[config.mk]
export PLATFORM = sky130hd
export DESIGN_NAME = par2ser_framed_flat
export DESIGN_NICKNAME = d
export VERILOG_FILES = /design/src/rtl/par2ser_pkg.sv /design/src/rtl/par2ser_if.sv /design/src/rtl/par2ser_wordbuf.sv /design/src/rtl/par2ser_framed.sv /design/src/flat_wrapper.sv
export SDC_FILE = /design/constraint.sdc
export NUM_CORES = 1
export LEC_CHECK = 0
export BUFFER_PORTS_ARGS = -buffer_cell sky130_fd_sc_hd__buf_2
export CAP_MARGIN = 15
export CORE_AREA = 3 3 81 83
export DETAILED_ROUTE_END_ITERATION = 16
export DIE_AREA = 0 0 84 86
export GPL_ROUTABILITY_DRIVEN = 0
export PLACE_DENSITY = 0.62
export SYNTH_ARGS = -nofsm -noshare
export SYNTH_HDL_FRONTEND = slang
export SYNTH_SLANG_ARGS = --single-unit
[constraint.sdc]
create_clock -name clk -period 7 [get_ports clk]
set_clock_uncertainty 0.15 [all_clocks]
set_input_delay 1.4 -clock clk [delete_from_list [all_inputs] [get_ports clk]]
set_output_delay 1.4 -clock clk [all_outputs]
set_load 0.005 [all_outputs]
[src/rtl/par2ser_pkg.sv]
// par2ser_pkg: shared types and constants for the framed parallel-to-serial
// converter.
//   P2S_DATAWIDTH : bits per word (>= 2)
//   P2S_MAX_KEEP  : largest per-bit hold time in cycles (>= 1)
//   P2S_KW        : width of the keep field
//   state_t       : shifter FSM states
//   word_t        : one accepted word {data, keep_eff, msb_first}
//   clamp_keep()  : maps a raw keep request onto 1..P2S_MAX_KEEP
package par2ser_pkg;

  localparam int P2S_DATAWIDTH = 8;
  localparam int P2S_MAX_KEEP  = 16;
  localparam int P2S_KW        = $clog2(P2S_MAX_KEEP + 1);

  typedef enum logic {S_IDLE, S_SHIFT} state_t;

  typedef struct packed {
    logic [P2S_DATAWIDTH-1:0] data;
    logic [P2S_KW-1:0]        keep;       // already clamped
    logic                     msb_first;
  } word_t;

  // A keep of 0 would mean "never advance", so it is promoted to 1.
  function automatic logic [P2S_KW-1:0] clamp_keep(input logic [P2S_KW-1:0] keep);
    if (keep == '0)
      return P2S_KW'(1);
    else if (keep > P2S_KW'(P2S_MAX_KEEP))
      return P2S_KW'(P2S_MAX_KEEP);
    else
      return keep;
  endfunction

endpackage

[src/rtl/par2ser_if.sv]
// par2ser_if: word-side handshake plus serial-side outputs of par2ser_framed.
//   i_data, i_keep, i_msb_first, i_valid : word offered by the producer
//   o_ready                              : converter can take a word
//   o_data, o_valid, o_first, o_last     : framed serial stream
//   o_busy                               : shifter active or buffer occupied
// Modports: master = producer/observer side, slave = converter side.
interface par2ser_if
  import par2ser_pkg::*;
();

  logic [P2S_DATAWIDTH-1:0] i_data;
  logic [P2S_KW-1:0]        i_keep;
  logic                     i_msb_first;
  logic                     i_valid;
  logic                     o_ready;
  logic                     o_data;
  logic                     o_valid;
  logic                     o_first;
  logic                     o_last;
  logic                     o_busy;

  modport master (
    output i_data, i_keep, i_msb_first, i_valid,
    input  o_ready, o_data, o_valid, o_first, o_last, o_busy
  );

  modport slave (
    input  i_data, i_keep, i_msb_first, i_valid,
    output o_ready, o_data, o_valid, o_first, o_last, o_busy
  );

endinterface

[src/rtl/par2ser_wordbuf.sv]
// par2ser_wordbuf: one-entry holding register for a word accepted while the
// shifter is still busy.
//   clk, rstn : clock, asynchronous active-low reset
//   push      : store push_word (only ever asserted while empty)
//   push_word : word record to store
//   pop       : shifter takes the stored word (only ever asserted while full)
//   ready     : registered !full, safe to use as upstream o_ready
//   full      : entry occupied
//   word      : stored word record
module par2ser_wordbuf
  import par2ser_pkg::*;
(
  input  logic  clk,
  input  logic  rstn,
  input  logic  push,
  input  word_t push_word,
  input  logic  pop,
  output logic  ready,
  output logic  full,
  output word_t word
);

  logic  full_reg, full_next;
  logic  ready_reg;
  word_t word_reg;

  // push needs ready (= empty) and pop needs full, so they never coincide.
  always_comb begin
    full_next = full_reg;
    if (push)
      full_next = 1'b1;
    else if (pop)
      full_next = 1'b0;
  end

  // ready is kept as its own flop so o_ready has no path from i_valid.
  always_ff @(posedge clk or negedge rstn) begin
    if (!rstn) begin
      full_reg  <= 1'b0;
      ready_reg <= 1'b1;
      word_reg  <= '0;
    end else begin
      full_reg  <= full_next;
      ready_reg <= !full_next;
      if (push)
        word_reg <= push_word;
    end
  end

  assign ready = ready_reg;
  assign full  = full_reg;
  assign word  = word_reg;

endmodule

[src/rtl/par2ser_framed.sv]
// par2ser_framed: parallel-to-serial converter with valid/ready input,
// per-word bit order and per-bit hold time, and first/last-bit markers.
// Word width and keep limit come from par2ser_pkg.
//   clk  : clock, rising edge
//   rstn : asynchronous active-low reset
//   bus  : par2ser_if slave (word handshake in, framed serial stream out)
module par2ser_framed
  import par2ser_pkg::*;
(
  input  logic     clk,
  input  logic     rstn,
  par2ser_if.slave bus
);

  localparam int DATAWIDTH = P2S_DATAWIDTH;
  localparam int KW        = P2S_KW;
  localparam int BW        = $clog2(DATAWIDTH);
  localparam logic [BW-1:0] LAST_BIT = BW'(DATAWIDTH - 1);

  state_t        state_reg, state_next;
  word_t         cur_reg, cur_next;
  logic [BW-1:0] bit_cnt_reg, bit_cnt_next;
  logic [KW-1:0] hold_cnt_reg, hold_cnt_next;
  logic          data_reg, data_next;
  logic          valid_reg, valid_next;
  logic          first_reg, first_next;
  logic          last_reg, last_next;

  word_t         in_word, buf_word, load_word;
  logic          in_fire, buf_ready, buf_full, buf_push, buf_pop, load;
  logic          end_of_bit, end_of_word;
  logic [BW-1:0] bit_adv;

  // Serialised position n maps to data[n] (LSB first) or data[W-1-n].
  function automatic logic pick_bit(input word_t w, input logic [BW-1:0] n);
    return w.msb_first ? w.data[LAST_BIT - n] : w.data[n];
  endfunction

  assign in_word     = '{bus.i_data, clamp_keep(bus.i_keep), bus.i_msb_first};
  assign in_fire     = bus.i_valid && buf_ready;
  assign end_of_bit  = (state_reg == S_SHIFT) && (hold_cnt_reg == cur_reg.keep - KW'(1));
  assign end_of_word = end_of_bit && (bit_cnt_reg == LAST_BIT);
  assign bit_adv     = bit_cnt_reg + BW'(1);

  par2ser_wordbuf u_wordbuf (
    .clk       (clk),
    .rstn      (rstn),
    .push      (buf_push),
    .push_word (in_word),
    .pop       (buf_pop),
    .ready     (buf_ready),
    .full      (buf_full),
    .word      (buf_word)
  );

  // Outputs are computed one cycle ahead and registered, so they only move
  // on bit or word boundaries.
  always_comb begin
    state_next    = state_reg;
    cur_next      = cur_reg;
    bit_cnt_next  = bit_cnt_reg;
    hold_cnt_next = hold_cnt_reg;
    data_next     = data_reg;
    valid_next    = valid_reg;
    first_next    = first_reg;
    last_next     = last_reg;
    buf_push      = 1'b0;
    buf_pop       = 1'b0;
    load          = 1'b0;
    load_word     = in_word;

    case (state_reg)
      S_IDLE: begin
        if (in_fire)
          load = 1'b1;
      end
      S_SHIFT: begin
        if (!end_of_bit) begin
          hold_cnt_next = hold_cnt_reg + KW'(1);
        end else if (!end_of_word) begin
          bit_cnt_next  = bit_adv;
          hold_cnt_next = '0;
          data_next     = pick_bit(cur_reg, bit_adv);
          first_next    = 1'b0;
          last_next     = (bit_adv == LAST_BIT);
        end else if (buf_full) begin
          // Buffered word wins; o_ready is low so no bypass can be pending.
          load      = 1'b1;
          load_word = buf_word;
          buf_pop   = 1'b1;
        end else if (in_fire) begin
          load = 1'b1;  // bypass straight into the shifter
        end else begin
          state_next = S_IDLE;
          data_next  = 1'b0;
          valid_next = 1'b0;
          first_next = 1'b0;
          last_next  = 1'b0;
        end
        if (in_fire && !end_of_word)
          buf_push = 1'b1;
      end
      default: state_next = S_IDLE;
    endcase

    if (load) begin
      state_next    = S_SHIFT;
      cur_next      = load_word;
      bit_cnt_next  = '0;
      hold_cnt_next = '0;
      data_next     = pick_bit(load_word, '0);
      valid_next    = 1'b1;
      first_next    = 1'b1;
      last_next     = 1'b0;  // words are at least two bits long
    end
  end

  always_ff @(posedge clk or negedge rstn) begin
    if (!rstn) begin
      state_reg    <= S_IDLE;
      cur_reg      <= '0;
      bit_cnt_reg  <= '0;
      hold_cnt_reg <= '0;
      data_reg     <= 1'b0;
      valid_reg    <= 1'b0;
      first_reg    <= 1'b0;
      last_reg     <= 1'b0;
    end else begin
      state_reg    <= state_next;
      cur_reg      <= cur_next;
      bit_cnt_reg  <= bit_cnt_next;
      hold_cnt_reg <= hold_cnt_next;
      data_reg     <= data_next;
      valid_reg    <= valid_next;
      first_reg    <= first_next;
      last_reg     <= last_next;
    end
  end

  assign bus.o_ready = buf_ready;
  assign bus.o_data  = data_reg;
  assign bus.o_valid = valid_reg;
  assign bus.o_first = first_reg;
  assign bus.o_last  = last_reg;
  assign bus.o_busy  = (state_reg == S_SHIFT) || buf_full;

endmodule

[src/flat_wrapper.sv]
// flat-port wrapper written by rule: the top's interface ports become plain ports
module par2ser_framed_flat import par2ser_pkg::*;
  (clk, rstn, bus_i_data, bus_i_keep, bus_i_msb_first, bus_i_valid, bus_o_ready, bus_o_data, bus_o_valid, bus_o_first, bus_o_last, bus_o_busy);
  par2ser_if bus_i ();
  input  logic clk;
  input  logic rstn;
  input wire logic [$bits(bus_i.i_data)-1:0] bus_i_data;
  input wire logic [$bits(bus_i.i_keep)-1:0] bus_i_keep;
  input wire logic [$bits(bus_i.i_msb_first)-1:0] bus_i_msb_first;
  input wire logic [$bits(bus_i.i_valid)-1:0] bus_i_valid;
  output wire logic [$bits(bus_i.o_ready)-1:0] bus_o_ready;
  output wire logic [$bits(bus_i.o_data)-1:0] bus_o_data;
  output wire logic [$bits(bus_i.o_valid)-1:0] bus_o_valid;
  output wire logic [$bits(bus_i.o_first)-1:0] bus_o_first;
  output wire logic [$bits(bus_i.o_last)-1:0] bus_o_last;
  output wire logic [$bits(bus_i.o_busy)-1:0] bus_o_busy;
  assign bus_i.i_data = bus_i_data;
  assign bus_i.i_keep = bus_i_keep;
  assign bus_i.i_msb_first = bus_i_msb_first;
  assign bus_i.i_valid = bus_i_valid;
  assign bus_o_ready = bus_i.o_ready;
  assign bus_o_data = bus_i.o_data;
  assign bus_o_valid = bus_i.o_valid;
  assign bus_o_first = bus_i.o_first;
  assign bus_o_last = bus_i.o_last;
  assign bus_o_busy = bus_i.o_busy;
  par2ser_framed u_core (.clk(clk), .rstn(rstn), .bus(bus_i));
endmodule
==> impl_metrics.toml <==
[synthesis]
synth.area.top_cells = "dfrtp_1 45%, mux2i_1 6.9%, mux2_2 6.8%"
synthAdderAreaFrac_pct = 2.70
synth_enable_flop_cells = 0
syn-cell-area_mm2 = 0.00231
synth_area_per_cell_um2 = 10.7
synthSimpleGateAreaFrac_pct = 14.9
synthArstFlopShare_pct = 100
yosysSeqAreaShare_pct = 46.6
synth_fp_nets = 238
synth_compound_area_share_pct = 12.1
synth_top_family_by_area = "multiplexers"
synth_top_flop_cell = "dfrtp_1"
synthXorXnorAreaFrac_pct = 1.14
ys_warn_count = 0
ys_types = 46
yosysTopAreaCellShare_pct = 45.4
synth_top_area_cell = "dfrtp_1"
synth_cells = 216
synthMuxAreaShare_pct = 18.6
ys_ff_latch = 43

[finish]
nNetsFinal = 258
fill_cells = 580
drive_gt1_share_pct = 23.2
antenna_cells = 0
finalInstanceArea_mm2 = 0.00255
layout_commonest_cell = "dfrtp_1"
area_growth_pct = 10.4
final_cell_mix = "42 x dfrtp_1, 27 x nand2_1, 22 x buf_2"

[power_and_ir_drop]
clkPwrFrac_pct = 16.7
p_leak_nw = 1.21
ir_drop_mv = 0.156
power_switching_mw = 0.316
total_power_mw = 0.919
p_int_mw = 0.603
seqPwrFrac_pct = 47.1
pwr_density_cell_mw_per_mm2 = 360
p_sw_share_pct = 34.4
combPwrFrac_pct = 36.2

[setup_path]
r2r-start = "u_core.cur_reg[1]"
rr_worst_depth = 8
crit_path_start = "u_core.cur_reg[1]"
required_ps = 7040
setup.worst_path.start_class = "flip-flop"
crit_type = "reg2reg"
path_max_fanout = 16
critPathArrivalTime_ps = 3400
timing.critical_path.to_type = "flip-flop"

[grt]
grt_use_total_pct = 13.5
grt_max_degree = 44
grt_first_pass_wirelength_mm = 7.71
first_global_vias = 1605
gr-total-overflow = 0
antenna_found_initial = 0

[timing]
final_hold_viol_count = 0
slew_headroom_pct = 36.8
fmax_ghz = 0.298
tightestPinTransition_ps = 948
finalCriticalPeriod_ps = 3360
finalCritPeriodShare_pct = 47.9
setup_tns_ps = 0
finalMaxSlewViolations = 0
setup_viol = 0
rsz0062_at_grt = "no"

[cts]
clock-sinks = 43
clk_pin_slew_ps = 80
holdBufCountCts = 0
cts.htree.levels = 2
cts.path.max_buffers = 2
cts_tree = "done"
cts_buffers = 5
ctsRootBufferMaster = "clkbuf_8"
cts_setup_buffers = 0
clk_latency_ps = 300
ctsResizeCount = 0

[routing]
first_pass_iters = 4
vias = 1662
avgRoutedWirePerCell_um = 14.1
ant_nets = 0
vias_per_cell = 5.33
route.detailed.drc = 0
initialDrtViolationCount = 143
routed_wirelength_mm = 4.40

[floorplanning]
start_util_pct = 39.1
core_area_mm2 = 0.00592
rows = 28
die_y_um = 86
die_x_um = 84
die_area_mm2 = 0.00722
io_pins = 23

[job]
max_cap_viol_count = 0

[worst_hold_path]
holdCritPathClass = "reg2reg"
whs_path_depth = 2
min_from = "u_core.bit_cnt_reg[2]"

[outcome]
status = "finished, final reports clean"

[place]
dpl.hpwl_mm = 3.18
postPlaceCellArea_mm2 = 0.00247
io_buffers = 22
worst max-delay path, stage by stage (launching register included):
cell	delay, ps
dfrtp_1	400
inv_1	100
ha_1	190
and2b_1	190
or3_1	360
a311o_1	420
or4b_1	950
mux2i_1	240
a31o_2	260
Yosys cell counts (all sizes together), types with 2 or more instances:
cell / number
dfrtp: 42
nand2: 27
o21ai: 26
mux2i: 16
mux2: 14
nor2: 9
inv: 8
clkbuf: 7
ha: 5
mux4: 5
or3: 5
a21oi: 4
and2b: 4
nor2b: 4
nor3: 4
buf: 3
nand3: 3
a311o: 2
and2: 2
o31ai: 2
xnor2: 2
path summary, 6_finish.rpt:
| path | endpoint | slack [ps] |
|---|---|---|
| setup / recovery | u_core.bus.o_data | 3640 |
| hold / removal | u_core.bit_cnt_reg[2] | 350 |
| setup reg to reg | u_core.bus.o_data | 3640 |
| hold reg to reg | u_core.bit_cnt_reg[2] | 350 |
| max in group asynchronous | u_core.hold_cnt_reg[3] | 5010 |
| min in group asynchronous | u_core.u_wordbuf.word[7] | 1100 |
cell families (layout without fill, tap and decap cells):
| kind of cell | after synthesis | in the layout |
|---|---|---|
| mux | 35 | 35 |
| simple gates | 67 | 67 |
| xor+xnor | 3 | 3 |
| flops | 43 | 43 |
| buf+inv | 18 | 39 |
| fa+ha+maj | 5 | 5 |
| compound gates | 45 | 45 |
metrics by stage:
step	util (%)	hold WS [ps]	cells	setup slack, ps
floorplan	-	306	216	4150
global placement	41.7	328	304	3700
detailed placement	41.7	335	304	3650
CTS	43.2	354	312	3630
global route	43.2	384	312	3470
finish	43.2	348	312	3640
area by class of cell:
| class | count | area (um^2) | area share, % |
|---|---|---|---|
| inverter | 8 | 30.0 | 1.18 |
| timing repair buffer | 23 | 118 | 4.60 |
| clock buffer | 6 | 72.6 | 2.84 |
| sequential | 43 | 1080 | 42.2 |
| multi-input combinational | 155 | 1150 | 45.1 |
| clock inverter | 2 | 12.5 | 0.490 |
| tap | 75 | 93.8 | 3.67 |
layer usage:
metal	global-route usage [%]	wire length, um	up-vias
met5	0	0	-
met4	5.56	65	0
met3	3.46	217	5
met2	18.9	1780	45
met1	19.9	2330	794
li1	-	-	818
power groups by stage:
| stage | registers (mW) | logic [mW] | clock network [mW] |
|---|---|---|---|
| finish | 0.432 | 0.333 | 0.153 |
| detailed placement | 0.437 | 0.337 | 0 |
| floorplan | 0.409 | 0.274 | 0 |
| global placement | 0.434 | 0.329 | 0 |
| CTS | 0.433 | 0.337 | 0.160 |
| global route | 0.450 | 0.377 | 0.171 |
Note: power is estimated with default switching activity, not from simulation.
